[src/rtl/quad_pkg.sv]
// Shared types and widths for the quadruple-counter front end.
// Latency: none (declarations only). Backpressure: not applicable.
// Both the loader and the integrating top import this package.
package quad_pkg;

    localparam int COUNT_W = 16;
    localparam int K_W     = 8;
    localparam int N_DEF   = 100;

    typedef enum logic [2:0] {
        IDLE,
        FILL,
        DRAIN,
        SETTLE,
        HOLD
    } state_t;

endpackage

[src/rtl/quad_frame_loader.sv]
// Packs streamed elements into an N-element frame for the quadruple counter, then captures its count.
// Latency: result valid SETTLE_CYC+1 cycles after the terminating element is accepted.
// Backpressure: s_ready low from frame end until the result handshakes; one frame in flight.
module quad_frame_loader
    import quad_pkg::*;
#(
    parameter int N          = N_DEF,
    parameter int ELEM_W     = 1,
    parameter int SETTLE_CYC = 2
) (
    input  logic                  clk,
    input  logic                  rst,
    input  logic                  s_valid,
    output logic                  s_ready,
    input  logic [ELEM_W-1:0]     s_data,
    input  logic                  s_last,
    input  logic [K_W-1:0]        s_k,
    output logic [N*ELEM_W-1:0]   arr_out,
    output logic [K_W-1:0]        k_out,
    input  logic [COUNT_W-1:0]    cnt_in,
    output logic                  m_valid,
    input  logic                  m_ready,
    output logic [COUNT_W-1:0]    m_count,
    output logic                  m_short,
    output logic                  m_long
);

    localparam int FILL_W = $clog2(N + 1);
    localparam int SET_W  = (SETTLE_CYC > 1) ? $clog2(SETTLE_CYC) : 1;
    localparam logic [FILL_W-1:0] LAST_IDX = FILL_W'(N - 1);
    localparam logic [SET_W-1:0]  SET_LAST = SET_W'(SETTLE_CYC - 1);

    state_t              state;
    state_t              state_nxt;
    logic [FILL_W-1:0]   fill_cnt;
    logic [FILL_W-1:0]   wr_idx;
    logic [SET_W-1:0]    set_cnt;
    logic                short_flag;
    logic                long_flag;
    logic                accept;
    logic                storing;
    logic                at_last_idx;
    logic                settle_done;
    logic                result_taken;

    assign accept       = s_valid && s_ready;
    // The first element always lands at index 0, whatever the fill counter holds.
    assign wr_idx       = (state == IDLE) ? '0 : fill_cnt;
    assign storing      = accept && ((state == IDLE) || (state == FILL));
    assign at_last_idx  = (wr_idx == LAST_IDX);
    assign settle_done  = (state == SETTLE) && (set_cnt == SET_LAST);
    assign result_taken = m_valid && m_ready;

    always_ff @(posedge clk) begin
        if (rst) begin
            state <= IDLE;
        end else begin
            state <= state_nxt;
        end
    end

    always_comb begin
        state_nxt = state;
        unique case (state)
            IDLE, FILL: begin
                if (accept) begin
                    if (at_last_idx) begin
                        state_nxt = s_last ? SETTLE : DRAIN;
                    end else if (s_last) begin
                        state_nxt = SETTLE;
                    end else begin
                        state_nxt = FILL;
                    end
                end
            end
            DRAIN: begin
                if (accept && s_last) begin
                    state_nxt = SETTLE;
                end
            end
            SETTLE: begin
                if (settle_done) begin
                    state_nxt = HOLD;
                end
            end
            HOLD: begin
                if (result_taken) begin
                    state_nxt = IDLE;
                end
            end
            default: state_nxt = IDLE;
        endcase
    end

    // Handshake outputs come from registered state only; rst masks s_ready.
    always_comb begin
        s_ready = 1'b0;
        m_valid = 1'b0;
        case (state)
            IDLE, FILL, DRAIN: s_ready = !rst;
            HOLD:              m_valid = 1'b1;
            default: ;
        endcase
    end

    always_ff @(posedge clk) begin
        if (rst) begin
            arr_out    <= '0;
            k_out      <= '0;
            fill_cnt   <= '0;
            set_cnt    <= '0;
            short_flag <= 1'b0;
            long_flag  <= 1'b0;
            m_count    <= '0;
            m_short    <= 1'b0;
            m_long     <= 1'b0;
        end else begin
            if (storing) begin
                arr_out[wr_idx*ELEM_W +: ELEM_W] <= s_data;
                fill_cnt <= wr_idx + 1'b1;
                if (at_last_idx && !s_last) begin
                    long_flag <= 1'b1;
                end
                if (!at_last_idx && s_last) begin
                    short_flag <= 1'b1;
                end
            end

            if (accept && (state == IDLE)) begin
                k_out <= s_k;
            end

            if (state == SETTLE) begin
                set_cnt <= settle_done ? '0 : set_cnt + 1'b1;
            end

            if (settle_done) begin
                m_count <= cnt_in;
                m_short <= short_flag;
                m_long  <= long_flag;
            end

            // Clearing here leaves the next frame zero-filled; k_out and results persist.
            if ((state == HOLD) && result_taken) begin
                arr_out    <= '0;
                fill_cnt   <= '0;
                short_flag <= 1'b0;
                long_flag  <= 1'b0;
            end
        end
    end

endmodule

[config.mk]
export PLATFORM = sky130hd
export DESIGN_NAME = quad_frame_loader
export DESIGN_NICKNAME = d
export VERILOG_FILES = /design/src/rtl/quad_pkg.sv /design/src/rtl/quad_frame_loader.sv
export SDC_FILE = /design/constraint.sdc
export NUM_CORES = 1
export LEC_CHECK = 0
export ABC_AREA = 0
export CAP_MARGIN = 40
export CORE_ASPECT_RATIO = 1.2
export CORE_MARGIN = 1.5
export CORE_UTILIZATION = 45
export CTS_BUF_LIST = sky130_fd_sc_hd__clkbuf_16
export CTS_CLUSTER_DIAMETER = 100
export DETAILED_ROUTE_END_ITERATION = 7
export PLACE_DENSITY = 0.72
export RECOVER_POWER = 50
export SYNTH_ARGS = -nofsm -noshare
export SYNTH_HDL_FRONTEND = slang
export SYNTH_SLANG_ARGS = --single-unit
[constraint.sdc]
create_clock -name clk -period 3.9 [get_ports clk]
set_input_delay 0.585 -clock clk [delete_from_list [all_inputs] [get_ports clk]]
set_output_delay 0.585 -clock clk [all_outputs]
set_load 0.02 [all_outputs]
==> results.sh <==
export IMPL_status="complete, no violations"
export IMPL_drt_initial_drc_count=515
export IMPL_netlist_area_sq_um=6561
export IMPL_drt_pass1_iterations=5
export IMPL_worstPathRequired_ps=4210
export IMPL_cts_buffers_inserted=17
export IMPL_synthTopCellsByCount="139 x dfxtp_1, 116 x nand2_1, 64 x clkbuf_1, 48 x mux2i_1, 41 x a21oi_1"
export IMPL_cts_tree="yes"
export IMPL_synthesis_nets=786
export IMPL_ys_ff_latch=139
export IMPL_routed_via_density=6.118
export IMPL_drv_slew=0
export IMPL_ctsResizeCount=0
export IMPL_drc=0
export IMPL_grt_pass1_wl_um=33850
export IMPL_multi_input_area_sq_um=3467
export IMPL_synth_cell_type_count=59
export IMPL_synth_async_reset_ratio_pct=0
export IMPL_fin_cells=1083
export IMPL_rsz0062_at_grt="false"
export IMPL_drive_gt1_share_pct=9.471
export IMPL_clk_pin_slew_ps=60
export IMPL_start_kind="register"
export IMPL_grt_max_degree=38
export IMPL_postCtsHoldBufs=0
export IMPL_ys_warn_count=0
export IMPL_cts_max_level=4
export IMPL_area_growth_pct=37.05
export IMPL_synth_most_common_cell="dfxtp_1"
export IMPL_dieArea_sq_um=15320
export IMPL_cts_buffer_depth=2
export IMPL_slew_headroom_pct=24.48
export IMPL_overflow=0
export IMPL_power_density_nw_per_um2=382.7
export IMPL_max_slew_worst_pin_slew_ps=1124
export IMPL_numPortBuffers=157
export IMPL_post_synth_cell_area_avg_sq_um=8.714
export IMPL_post_cts_buffers=0
export IMPL_hold_viol_final=0
export IMPL_skew_ps=6.494
export IMPL_period_minus_slack_ps=3357
export IMPL_cap_viol_max_count=0
export IMPL_place_hpwl_um=15560
export IMPL_grt_pass1_vias=6431
export IMPL_rows=48
export IMPL_arrival_ps=3670
export IMPL_drt_total_wl_um=21650
export IMPL_cp_max_fo=24
export IMPL_clock_sinks=139
export IMPL_finalSetupViolCount=0
export IMPL_seq_area_sq_um=2783
export IMPL_design_core_area_sq_um=14290
export IMPL_yosysTopAreaCellShare_pct=42.41
export IMPL_max_freq_mhz=297.9
export IMPL_synth_area_leader_cell="dfxtp_1"
export IMPL_clk_latency_ps=420
export IMPL_start_util_pct=45.90
export IMPL_grt_usage_pct=28.20
export IMPL_final_nets=928
export IMPL_ios=158
export IMPL_die_x_um=113.2
export IMPL_ys_flop_type="dfxtp_1"
export IMPL_final_period_utilization_pct=86.08
export IMPL_ys_top_cells_by_area="dfxtp_1 42%, mux2i_1 7.3%, nand2_1 6.6%"
export IMPL_synth_edf_count=0
export IMPL_ir_drop_mv=0.2737
export IMPL_wl_per_cell_um=19.99
export IMPL_antenna_cells=0
export IMPL_cts_root_buffer="clkbuf_16"
export IMPL_gp_congestion=0.9466
export IMPL_post_place_cells=1050
export IMPL_hold_class="register to register"
export IMPL_synth_cells=753
export IMPL_path_class="register to register"
export IMPL_antenna_left=0
export IMPL_holdWs_ps=456.6
export IMPL_fill_cells=1246
export IMPL_p_leak_nw=3.457
export IMPL_die_h_um=135.3
export IMPL_tns_ps=0
export IMPL_antenna_found_initial=0
export IMPL_ys_seq_area_share_pct=42.41
export IMPL_end_kind="register"
export IMPL_num_vias=6626
-- worst max-delay path: stages (launching register included) --
cell and delay (ps):
dfxtp_1 300, clkbuf_1 380, nor3_1 1030, nor3_1 290
a21oi_1 260, nand2b_1 470, o41ai_1 510
-- final cells by class --
type                       count  share of cell area, %
clock inverter                15                  2.212
timing repair buffer         196                  20.83
tap                          175                  2.435
multi-input combinational    534                  38.56
clock buffer                  17                  4.731
sequential                   139                  30.94
inverter                       7                 0.2922
-- logic make-up (layout without fill, tap and decap cells) --
group | Yosys count | in the layout | synth area share, %
adder cells (fa/ha/maj) | 3 | 3 | 0.5721
multiplexers | 50 | 50 | 7.666
AO/OA/AOI/OAI | 204 | 204 | 22.29
buffers and inverters | 80 | 235 | 4.996
XOR/XNOR | 3 | 3 | 0.4005
AND/OR/NAND/NOR | 274 | 274 | 21.66
flip-flops | 139 | 139 | 42.41
-- registers in the layout (all words and copies together) (netlist names) --
name	flops
set_cnt	1
m_count	16
m_long	1
k_out	8
m_short	1
long_flag	1
state	3
arr_out	100
fill_cnt	7
short_flag	1
-- where the power goes --
group          switching (mW)  internal [mW]  leakage, nW
sequential            0.00854           1.43         1.12
clock                   0.645           1.07        0.298
combinational           0.192         0.0957         2.04
total                   0.846           2.60         3.46
-- metrics by stage --
| step | power (mW) | instance area [sq um] | setup slack [ps] | util, % |
|---|---|---|---|---|
| floorplan | 1.640 | 6561 | 485.8 | - |
| global route | 3.552 | 8992 | 188.2 | 62.91 |
| finish | 3.441 | 8992 | 542.8 | 62.91 |
| detailed placement | 1.760 | 8373 | 597.4 | 58.58 |
| global placement | 1.755 | 8347 | 526.1 | 58.39 |
| CTS | 3.463 | 8997 | 574.2 | 62.95 |
-- routing by layer --
layer	vias up	share of wire [%]	global-route usage, %
li1	3134	-	-
met1	3175	40	33.11
met2	274	51	49.26
met3	43	5.8	5.101
met4	0	3.2	14.31
met5	-	0	0
-- placed cells by master, fill, tap and decap left out, drive strengths merged, types with 7 or more instances in the layout --
master | Yosys | final
dfxtp | 139 | 139
nand2 | 116 | 116
dlygate4sd3 | 0 | 108
clkdlybuf4s50 | 0 | 49
mux2i | 48 | 48
a21oi | 41 | 41
buf | 9 | 36
o311ai | 35 | 35
o41ai | 31 | 31
o21ai | 26 | 26
o211ai | 25 | 25
nand3 | 24 | 24
o31ai | 24 | 24
nor3 | 23 | 23
clkbuf | 64 | 20
nor2 | 18 | 18
nand4 | 13 | 13
nor4 | 12 | 12
or3 | 11 | 11
inv | 7 | 9
nor2b | 8 | 8
or2 | 7 | 7
-- path summary, 6_finish.rpt --
path,startpoint,to,slack (ps),depth (start not counted)
max,state[0],arr_out[78],540,6
min reg2reg,arr_out[97],arr_out[97],460,2
max reg2reg,state[0],arr_out[78],540,6
min,arr_out[97],arr_out[97],460,2
Power figures use the tool's default switching activity.
==> patch 1 (same flow settings) <==
Set the package constant `COUNT_W` to 18 (it was 16).
--- a/src/rtl/quad_pkg.sv
+++ b/src/rtl/quad_pkg.sv
@@ -3,7 +3,7 @@
 // Both the loader and the integrating top import this package.
 package quad_pkg;
 
-    localparam int COUNT_W = 16;
+    localparam int COUNT_W = 18;
     localparam int K_W     = 8;
     localparam int N_DEF   = 100;
 
Ports: changed (resized cnt_in and m_count); port bits go from 158 to 162. No check against the original RTL was run, so the function may have changed too.
==> patch 1 against the unedited design <==
Worst hold slack worse by 6.1 ps. Clock skew grew 1.7 ps. Core utilization down 0.64 points. Area after synthesis fell by 3.1%. Routed wire length is 14% lower. Total power shrank 3.5%. Count of clock-buffer cells in the layout did not move. Cell area fell by 4.3%. Fmax shrank 4.7%. Sequential share of layout area rose by 1.9 points. Worst setup slack got worse by 170 ps. Combinational power fell by 26%. Critical path depth grew 2. Sequential cell count is 2 higher.
==> patch 1: results (changes against the unedited design) <==
status: "completed"
drive_above_1_share_pct: 8.01  # -1.5 points
crit_end: "arr_out[15]"
grt_pass1_vias: 5898  # -8.3%
leakagePower_uw: 0.00320  # -7.4%
io_buffers: 161  # +2.5%
r2r-start: "fill_cnt[0]"
yosys-top-cells-count: "141 x dfxtp_1, 107 x nand2_1, 70 x o31ai_1"
fin_skew_ps: 8.20  # +1.71 ps
drtIter0Drc: 566  # +9.9%
nets: 871  # -6.1%
track_usage_pct: 25.1  # -3.1 points
fmax_mhz: 284  # -4.7%
post_cts_resized: 0  # unchanged
worstReg2RegEnd: "arr_out[15]"
min_from: "long_flag"
tns_ps: 0  # unchanged
root_buffer: "clkbuf_16"
vias: 6209  # -6.3%
clk_latency_ps: 420  # about the same
dpl.hpwl_mm: 12.7  # -19%
relSlewSlack_pct: 47.4  # +23 points
drt_wl_total_mm: 18.6  # -14%
ir_drop_uv: 237  # -14%
grt_pass1_wl_mm: 30.2  # -11%
start_util_pct: 46.0  # +0.11 points
crit_fanout: 36  # +50%
largestRegisters: "arr_out (100), m_count (18), k_out (8)"
slowest_stage: "dfxtp_1"
gp_congestion: 0.948  # +0.14%
clkSlewWorstSetupHoldPaths_ps: 60  # about the same
ys_types: 58  # -1.7%
pre_cts_slack_ps: 479  # -118 ps
critPathArrivalTime_ps: 3840  # +170 ps
diodes: 0  # unchanged
grt_start_max_net_pins: 73  # +92%
syn-num-nets: 747  # -5.0%
synth-seq-area-share_pct: 44.4  # +2.0 points
reg2reg_depth: 8  # +2
synthTopCellsByArea: "dfxtp_1 44%, o31ai_1 8.3%, nand2_1 6.3%, mux2i_1 4.9%, o311ai_0 4.7%"
rrSetupSlack_ps: 380  # -170 ps
dr.pass1.iters: 8  # +3
critPathMaxStageDelay_ps: 710  # -320 ps
## patch 1: changes by cell type after synthesis, sizes merged, moves of 6 or more
cell,unedited run,this run
mux2i,48,31
nand2,116,109
or3,11,5
buf,9,26
nand4,13,5
clkbuf,64,50
nor4,12,20
nand3,24,14
o41ai,31,1
o31ai,24,70
o311ai,35,48
## patch 1: area by class of cell
class                      count  area [µm²]
clock buffer                  17         425
clock inverter                15         175
fill                        1174        5210
inverter                       5        18.8
multi-input combinational    490        3190
sequential                   141        2820
tap                          171         214
timing repair buffer         181        1760
## patch 1: through the flow
stage	area (µm²)	std cells	hold WS, ps
after global routing	8610	1020	479
after global placement	7990	986	443
after CTS	8610	1020	456
after floorplan	6360	712	431
final	8610	1020	450
after detailed placement	8010	988	446
## patch 1: metal layers
metal	up-vias	track usage (%)	wire [µm]
met5	-	0	0
met4	0	8.30	345
met3	30	6.55	1320
met2	277	42.4	9110
met1	2964	31.2	7860
li1	2938	-	-
## patch 1: worst register-to-register path: cells and delay by family, from the launching register on
kind | cells | cell delay (ps)
and+or+nand+nor | 3 | 1230
AOI/OAI and AO/OA | 3 | 1030
DFF | 1 | 710
buffers and inverters | 1 | 180
adders and majority gates | 1 | 280
## patch 1: how the worst min path moves through the flow
stage	depth (start not counted)	to	slack (ps)
2_1_floorplan	2	m_short	430
3_3_place_gp	2	m_count[17]	440
3_5_place_dp	2	arr_out[54]	450
4_1_cts	2	m_long	460
5_1_grt	2	arr_out[40]	480
6_report	2	m_long	450
## patch 1: cell families (layout without fill, tap and decap cells)
family	after synthesis	count (layout)	share of synthesized area [%]
and+or+nand+nor	227	227	18.0
adders and majority gates	3	3	0.590
muxes	31	31	4.88
xor gates and xnor gates	3	3	0.413
buffers and inverters	81	218	5.61
AOI/OAI and AO/OA	226	226	26.1
DFF	141	141	44.4
## patch 1: report_power, final
| group | internal, µW | leakage [µW] | total, µW | switching [µW] |
|---|---|---|---|---|
| Clock | 965 | 0.000291 | 1650 | 682 |
| Sequential | 1450 | 0.00114 | 1460 | 8.61 |
| Combinational | 79.2 | 0.00177 | 214 | 135 |
==> patch 2 (config.mk and constraints unchanged) <==
Without the edit above. Make the reset (`rst`) asynchronous in 2 clocked blocks.
--- a/src/rtl/quad_frame_loader.sv
+++ b/src/rtl/quad_frame_loader.sv
@@ -51,7 +51,7 @@
     assign settle_done  = (state == SETTLE) && (set_cnt == SET_LAST);
     assign result_taken = m_valid && m_ready;
 
-    always_ff @(posedge clk) begin
+    always_ff @(posedge clk or posedge rst) begin
         if (rst) begin
             state <= IDLE;
         end else begin
@@ -103,7 +103,7 @@
         endcase
     end
 
-    always_ff @(posedge clk) begin
+    always_ff @(posedge clk or posedge rst) begin
         if (rst) begin
             arr_out    <= '0;
             k_out      <= '0;
Behaviour: differs if rst is asserted again (counterexample within 4 cycles, from zero or initial values and one cycle with rst high); with rst held inactive, the same outputs for 10 cycles.
==> patch 2 against the unedited design <==
The run now ends with max-capacitance violations, max-slew violations left. Worst setup slack lost 400 ps. Cell area rose by 11%. Count of clock-buffer cells in the layout did not move. Area after synthesis grew 14%. Sequential cell count stayed put. Routed wire length increased by 15%. Worst hold slack improved by 43 ps. Critical path type unchanged. Critical endpoint is now arr_out[13].
Power is not compared: it rests on default switching activity, and its combinational part moved more than twofold at a synthesized area within 25%.
==> patch 2: results (changes against the unedited design) <==
antenna_left: 0  # unchanged
diodes: 0  # unchanged
vias: 7132  # +7.6%
gp_congestion: 0.918  # -3.0%
critPathArrivalTime_ps: 4100  # +430 ps
drtIter0Drc: 685  # +33%
root_buffer: "clkbuf_16"
dpl.hpwl_mm: 17.7  # +14%
track_usage_pct: 29.0  # +0.79 points
largestRegisters: "arr_out (100), m_count (16), k_out (8)"
ys_warn_count: 0  # unchanged
ir_drop_uv: 490
synth-seq-area-share_pct: 46.6  # +4.2 points
ys_async_sr_fraction_pct: 100  # +100 points
ys_types: 79  # +34%
relSlewSlack_pct: -19.8  # -44 points
io_buffers: 157  # unchanged
clk_latency_ps: 430
num_rows: 51  # +6.3%
fin_skew_ps: 8.28  # +1.79 ps
synthTopCellsByArea: "dfrtp_1 47%, nand2_1 4.7%, mux2_2 3.9%, nand3_1 3.6%, a41o_1 3.5%"
grt_pass1_wl_mm: 38.6  # +14%
syn-num-nets: 774  # -1.5%
rrSetupSlack_ps: 140  # -400 ps
min_path_type: "reg2reg"
yosys-top-cells-count: "139 x dfrtp_1, 93 x nand2_1, 54 x nand3_1"
nets: 937  # +0.97%
cts_buffer_depth: 2  # unchanged
syn_area_per_cell_um2: 10.1  # +16%
htree_num_levels: 4  # unchanged
drive_above_1_share_pct: 16.6  # +7.1 points
leakagePower_uw: 0.00448
max_cap_viol_count: 2  # +2
drt_wl_total_mm: 25.0  # +15%
failed_checks: "max-capacitance violations, max-slew violations"
status: "complete, but fails checks"
whs_ps: 499  # +42.9 ps
slew_viol_final: 112  # +112
numCtsBuffers: 17  # unchanged
antenna_found_initial: 0  # unchanged
ys.flop_type: "dfrtp_1"
dr.pass1.iters: 7  # +2
grt_start_max_net_pins: 78  # +110%
clkSlewWorstSetupHoldPaths_ps: 60  # about the same
viasPerCell: 6.32  # +3.3%
crit_fanout: 9  # -63%
-- patch 2: changes by cell type in the layout (fill, tap and decap cells not counted), moves of 31 or more --
cell             unedited run  this run
dlygate4sd3_1             108        61
clkdlybuf4s50_1            49        96
dfrtp_1                     0       139
dfxtp_1                   139         0
a31oi_1                     3        34
a21oi_1                    40         8
-- patch 2: what timing repair did --
item | CTS | global route
setup endpoints to repair | 0 | 72
gates resized for setup | 0 | 5
buffers inserted | 0 | 3
-- patch 2: cell families after synthesis --
group	share of synthesized area, %
simple gates	19.2
mux	7.14
compound gates	21.0
fa+ha+maj	0.503
buf+inv	4.42
xor+xnor	1.14
flops	46.6
-- patch 2: final cells by class --
type	count	area, µm²
timing repair buffer	209	1950
fill	1426	6250
sequential	139	3480
tap	212	265
clock inverter	15	103
inverter	9	35.0
multi-input combinational	528	3700
clock buffer	17	425
-- patch 2: power by group --
group	internal, µW	switching [µW]
sequential	1620	138
combinational	955	1900
clock	809	653
-- patch 2: stage by stage --
| stage | power (µW) | area [µm²] | setup slack, ps |
|---|---|---|---|
| final | 6070 | 9960 | 144 |
| after global routing | 6360 | 9960 | 3.55 |
| after floorplan | 3540 | 7470 | 290 |
| after global placement | 4550 | 9400 | 241 |
| after detailed placement | 4590 | 9410 | 63.6 |
| after CTS | 6060 | 9930 | 53.8 |
-- patch 2: final timing paths --
kind | start | end | cells past startpoint
min in group asynchronous | rst | short_flag | 2
worst min-delay path | k_out[7] | k_out[7] | 1
worst max register to register | state[0] | arr_out[13] | 10
worst min register to register | k_out[7] | k_out[7] | 1
worst max-delay path | state[0] | arr_out[13] | 10
max in group asynchronous | rst | arr_out[32] | 3
-- patch 2: worst max-delay path, stage by stage, from the launching register on --
cell and delay, ps:
dfrtp_1 470, or3_1 440, nand2_1 120, ha_1 270
or4b_1 530, a2bb2oi_1 200, ha_1 160, o31ai_1 110
a21oi_1 620, nand4_1 460, o22ai_1 300
-- patch 2: per-layer routing --
metal,track usage (%),wire [µm],vias to the layer above
li1,-,-,3171
met1,35.8,9970,3535
met2,47.2,12000,356
met3,6.78,1880,70
met4,15.6,1100,0
met5,0,0,-
